[config.mk]
export PLATFORM = sky130hd
export DESIGN_NAME = systolic_result_drain
export DESIGN_NICKNAME = d
export VERILOG_FILES = /design/src/rtl/systolic_pkg.sv /design/src/rtl/drain_elem_select.sv /design/src/rtl/systolic_result_drain.sv
export SDC_FILE = /design/constraint.sdc
export NUM_CORES = 1
export LEC_CHECK = 0
export CAP_MARGIN = 10
export CORE_ASPECT_RATIO = 0.8
export CORE_MARGIN = 1
export CORE_UTILIZATION = 51
export CTS_CLUSTER_DIAMETER = 60
export DETAILED_ROUTE_END_ITERATION = 12
export MAX_ROUTING_LAYER = met4
export PLACE_DENSITY_LB_ADDON = 0.2
export SYNTH_ARGS = -nofsm -noshare
export SYNTH_HDL_FRONTEND = slang
export SYNTH_SLANG_ARGS = --single-unit
[constraint.sdc]
create_clock -name clk -period 2.6 [get_ports clk]
set_clock_uncertainty 0.2 [all_clocks]
set_input_delay 0.78 -clock clk [delete_from_list [all_inputs] [get_ports clk]]
set_output_delay 0.78 -clock clk [all_outputs]
set_load 0.05 [all_outputs]
[src/rtl/systolic_pkg.sv]
// Shared types and width helpers for the systolic array read-side blocks.
package systolic_pkg;

  typedef enum logic [1:0] {
    IDLE   = 2'd0,
    SETTLE = 2'd1,
    STREAM = 2'd2
  } state_t;

  function automatic int elem_width(input int data_width);
    return 2 * data_width;
  endfunction

  function automatic int idx_width(input int n);
    if (n > 1) begin
      return $clog2(n);
    end else begin
      return 1;
    end
  endfunction

endpackage

[src/rtl/drain_elem_select.sv]
// Snapshot register for one array pass plus the row-major element selector
// that presents element k on the stream outputs.
module drain_elem_select
  import systolic_pkg::*;
#(
  parameter int DATA_WIDTH = 8,
  parameter int SIZE       = 4
) (
  input  logic                                       clk,
  input  logic                                       rst,
  input  logic                                       capture,
  input  logic                                       active,
  input  logic [elem_width(DATA_WIDTH)*SIZE*SIZE-1:0] result_in,
  input  logic [idx_width(SIZE*SIZE)-1:0]            k,
  output logic [elem_width(DATA_WIDTH)-1:0]          out_data,
  output logic [idx_width(SIZE)-1:0]                 out_row,
  output logic [idx_width(SIZE)-1:0]                 out_col,
  output logic                                       out_last
);

  localparam int EW = elem_width(DATA_WIDTH);
  localparam int N  = SIZE * SIZE;
  localparam int IW = idx_width(SIZE);
  localparam int KW = idx_width(N);

  logic [EW-1:0] snap_r [N];

  // Snapshot the whole bus once settling completes; later bus changes are ignored
  always_ff @(posedge clk or negedge rst) begin
    if (!rst) begin
      for (int i = 0; i < N; i++) snap_r[i] <= '0;
    end else if (capture) begin
      for (int i = 0; i < N; i++) snap_r[i] <= result_in[i*EW +: EW];
    end
  end

  // Row-major decode of k into (row, col) and the selected element
  always_comb begin
    out_data = snap_r[k];
    out_row  = IW'(k / KW'(SIZE));
    out_col  = IW'(k % KW'(SIZE));
    out_last = active && (k == KW'(N - 1));
  end

endmodule

[src/rtl/systolic_result_drain.sv]
// Drains one settled systolic-array result pass as a valid/ready stream of
// SIZE*SIZE signed elements in row-major order.
module systolic_result_drain
  import systolic_pkg::*;
#(
  parameter int DATA_WIDTH    = 8,
  parameter int SIZE          = 4,
  parameter int SETTLE_CYCLES = SIZE
) (
  input  logic                                       clk,
  input  logic                                       rst,
  input  logic                                       start,
  input  logic [elem_width(DATA_WIDTH)*SIZE*SIZE-1:0] result_in,
  output logic                                       busy,
  output logic                                       out_valid,
  input  logic                                       out_ready,
  output logic [elem_width(DATA_WIDTH)-1:0]          out_data,
  output logic [idx_width(SIZE)-1:0]                 out_row,
  output logic [idx_width(SIZE)-1:0]                 out_col,
  output logic                                       out_last,
  output logic                                       done
);

  localparam int N  = SIZE * SIZE;
  localparam int KW = idx_width(N);
  localparam int CW = idx_width(SETTLE_CYCLES);

  state_t          state_r, state_nx;
  logic [CW-1:0]   cnt_r, cnt_nx;
  logic [KW-1:0]   k_r, k_nx;
  logic            capture_s, done_nx;
  logic            busy_r, valid_r, done_r;

  // State, counters and status flags; status is registered from next state
  always_ff @(posedge clk or negedge rst) begin
    if (!rst) begin
      state_r <= IDLE;
      cnt_r   <= '0;
      k_r     <= '0;
      busy_r  <= 1'b0;
      valid_r <= 1'b0;
      done_r  <= 1'b0;
    end else begin
      state_r <= state_nx;
      cnt_r   <= cnt_nx;
      k_r     <= k_nx;
      busy_r  <= (state_nx != IDLE);
      valid_r <= (state_nx == STREAM);
      done_r  <= done_nx;
    end
  end

  // Next-state logic; start is only honoured in IDLE, never queued
  always_comb begin
    state_nx  = state_r;
    cnt_nx    = cnt_r;
    k_nx      = k_r;
    capture_s = 1'b0;
    done_nx   = 1'b0;
    case (state_r)
      IDLE: begin
        if (start) begin
          state_nx = SETTLE;
          cnt_nx   = '0;
        end else begin
          state_nx = IDLE;
        end
      end
      SETTLE: begin
        if (cnt_r == CW'(SETTLE_CYCLES - 1)) begin
          capture_s = 1'b1;
          k_nx      = '0;
          state_nx  = STREAM;
        end else begin
          cnt_nx = cnt_r + CW'(1);
        end
      end
      STREAM: begin
        if (valid_r && out_ready) begin
          if (k_r == KW'(N - 1)) begin
            k_nx     = '0;
            done_nx  = 1'b1;
            state_nx = IDLE;
          end else begin
            k_nx = k_r + KW'(1);
          end
        end else begin
          k_nx = k_r;
        end
      end
      default: begin
        state_nx = IDLE;
        cnt_nx   = '0;
        k_nx     = '0;
      end
    endcase
  end

  assign busy      = busy_r;
  assign out_valid = valid_r;
  assign done      = done_r;

  drain_elem_select #(
    .DATA_WIDTH(DATA_WIDTH),
    .SIZE      (SIZE)
  ) u_sel (
    .clk      (clk),
    .rst      (rst),
    .capture  (capture_s),
    .active   (valid_r),
    .result_in(result_in),
    .k        (k_r),
    .out_data (out_data),
    .out_row  (out_row),
    .out_col  (out_col),
    .out_last (out_last)
  );

endmodule

==> impl_metrics.yaml <==
global_routing:
  overflow: 0
  antenna_found_initial: 0
  grt_pass1_vias: 8494
  grt_usage_pct: 26.5
  grt_max_degree: 87
  grt_pass1_wl_um: 48500
cells_and_area:
  multi_input_area_mm2: 0.00547
  area.sequential_mm2: 0.00669
  nets: 1390
  drive_above_1_share_pct: 42.9
  final_cell_area_mm2: 0.0173
  area_delta_synth_final_pct: 41.1
  nFillCells: 1514
  num_antenna_cells: 0
synthesis:
  avgSynthCellArea_um2: 15.4
  synth_warnings: 0
  async_reset_ff_share_pct: 100
  synth_common_cells: "267 x dfrtp_1, 245 x mux2_2, 65 x mux2i_1, 36 x buf_6"
  synth_edf_count: 0
  synth.area.top_cells: "dfrtp_1 54%, mux2_2 22%, mux4_2 5.9%"
  netlist_instances: 797
  synth_top_flop_cell: "dfrtp_1"
  yosys.area.top_type_share_pct: 54.4
  synth_seq_cells: 267
  yosysTopAreaCell: "dfrtp_1"
  syn_nets: 1059
  synth_cell_types: 38
  synthMostInstantiatedCell: "dfrtp_1"
  syn_area_mm2: 0.0123
  yosysSeqAreaShare_pct: 54.4
route:
  dr.pass1.iters: 4
  routed-wl-met2_um: 14500
  via_per_inst: 5.52
  top_layer: "met4"
  m1WireLength_um: 14900
  dr_wl_met3_um: 1690
  drc: 0
  wl_per_cell_um: 21.7
  vias: 8053
  finalWirelength_um: 31700
  drt_iter0_drc: 425
  ant_nets: 0
sta:
  max_slew_margin_pct: 64.2
  hold_violations: 0
  setup_viol: 17
  fin_ws_ns: -0.797
  period_needed_ns: 3.40
  fin_crit_sh_pct: 131
  rsz0062_at_grt: "yes"
  fmax_ghz: 0.294
  drv_slew: 0
  tightest_slew_ns: 0.539
floorplan:
  core_mm2: 0.0235
  io_pins: 284
  start_util_pct: 52.2
  fp.dieW_um: 176
  fp.dieH_um: 141
  dieArea_mm2: 0.0247
  std_cell_rows: 50
placement:
  gp_congestion: 0.826
  preCtsSetupSlack_ns: -0.371
  portBuffers: 283
  dpl.hpwl_um: 22800
  placed_area_mm2: 0.0162
status:
  violations: "setup timing"
  status: "finished, violations left"
power:
  finalPower_mw: 20.4
  cellLeakagePower_nw: 7.08
  power.density_mw_per_mm2: 1180
  irDropWorstVdd_mv: 0.951
clock_tree:
  tritoncts: "yes"
  clk_pin_slew_ns: 0.06
  numCtsBuffers: 28
  clk_latency_ns: 0.52
  clock-root-buffer: "clkbuf_16"
  cts.sinks: 267
  htree_num_levels: 1
  clockBufferDepth: 3
setup_path:
  worstPathArrival_ns: 2.42
  path_class: "reg2out"
  cp-start-kind: "flip-flop"
  crit_path_end_kind: "primary output"
  worstPathMaxFanout: 8
  worstPathRequired_ns: 1.62
worst_hold_path:
  hp-class: "reg2reg"
flow_run:
  cap_violations: 0
worst paths after layout:
check	from	to	slack, ns	cells past startpoint
setup reg to reg	k_r[0]	k_r[3]	0.37	6
min in group asynchronous	rst	u_sel.snap_r[217]	0.53	2
hold reg to reg	u_sel.snap_r[1]	u_sel.snap_r[1]	0.29	1
setup / recovery	k_r[0]	out_data[8]	-0.80	8
max in group asynchronous	rst	u_sel.snap_r[30]	0.89	3
hold / removal	u_sel.snap_r[1]	u_sel.snap_r[1]	0.29	1
critical path, cell delays in order (launching register included):
cell	delay [ns]
dfrtp_4	0.53
buf_12	0.17
buf_16	0.15
mux2i_2	0.15
a221oi_2	0.39
buf_4	0.20
a22oi_2	0.07
nand2_2	0.09
buf_12	0.13
metrics by stage:
stage	hold WS (ns)	setup TNS [ns]	utilization (%)	instances
floorplan	0.259	-1.89	-	797
global placement	0.274	-3.15	68.8	1398
detailed placement	0.281	-3.46	68.8	1398
CTS	0.294	-12.26	73.0	1453
global route	0.301	-13.33	73.7	1460
finish	0.291	-11.99	73.7	1460
cells in the final DEF, fill, tap and decap left out, types with 5 or more instances in the layout:
| cell type | Yosys | final |
|---|---|---|
| mux2i_1 | 65 | 62 |
| nand2_4 | 0 | 9 |
| o21ai_1 | 1 | 14 |
| nand2_2 | 1 | 7 |
| clkinv_2 | 0 | 5 |
| clkdlybuf4s50_1 | 0 | 258 |
| clkbuf_8 | 0 | 5 |
| a22oi_2 | 0 | 14 |
| mux4_2 | 32 | 32 |
| mux2_2 | 245 | 245 |
| buf_12 | 0 | 36 |
| dfrtp_1 | 267 | 263 |
| clkbuf_1 | 7 | 9 |
| a221oi_2 | 0 | 27 |
| mux2_1 | 12 | 12 |
| buf_4 | 8 | 53 |
| o21ai_0 | 20 | 6 |
| clkbuf_16 | 0 | 32 |
cell families (layout without fill, tap and decap cells):
group / after synthesis / count (layout) / share of synthesized area, %
xor gates and xnor gates: 2 / 2 / 0.143
buffers and inverters: 62 / 413 / 4.44
DFF: 267 / 267 / 54.4
adders and majority gates: 2 / 2 / 0.204
AOI/OAI and AO/OA: 79 / 79 / 4.69
muxes: 354 / 354 / 34.7
and+or+nand+nor: 31 / 31 / 1.43
power by group:
group | leakage [nW] | switching [mW] | internal [mW]
clock | 0.432 | 1.61 | 2.19
combinational | 3.53 | 4.03 | 5.13
sequential | 3.12 | 1.15 | 6.31
final cells by class:
type,instances,area share [%]
Sequential cell,267,38.6
Multi-Input combinational cell,468,31.5
Timing Repair Buffer,359,22.5
Clock buffer,43,4.78
Tap cell,312,2.25
Clock inverter,7,0.245
Inverter,4,0.0866
routing by layer:
metal | GRT usage (%) | vias to the layer above
li1 | - | 3652
met1 | 38.5 | 4136
met2 | 39.5 | 222
met3 | 4.21 | 43
met4 | 5.35 | 0
met5 | - | -
what timing repair did:
action / 4_1_cts / 5_1_grt
endpoints found under the setup margin: 20 / 17
resized for setup: 20 / 16
gates cloned: 0 / 3
endpoints found under the hold margin: 38 / 0
buffers inserted: 4 / 4
pin swaps: 9 / 8
hold buffers: 1 / 0
sequential cells by signal, indices dropped and copies added (netlist names):
register and count:
busy 1, cnt_r 2, u_sel.snap_r 256, state_r 2
done 1, k_r 4, out_valid 1
(Power assumes the default switching activity.)
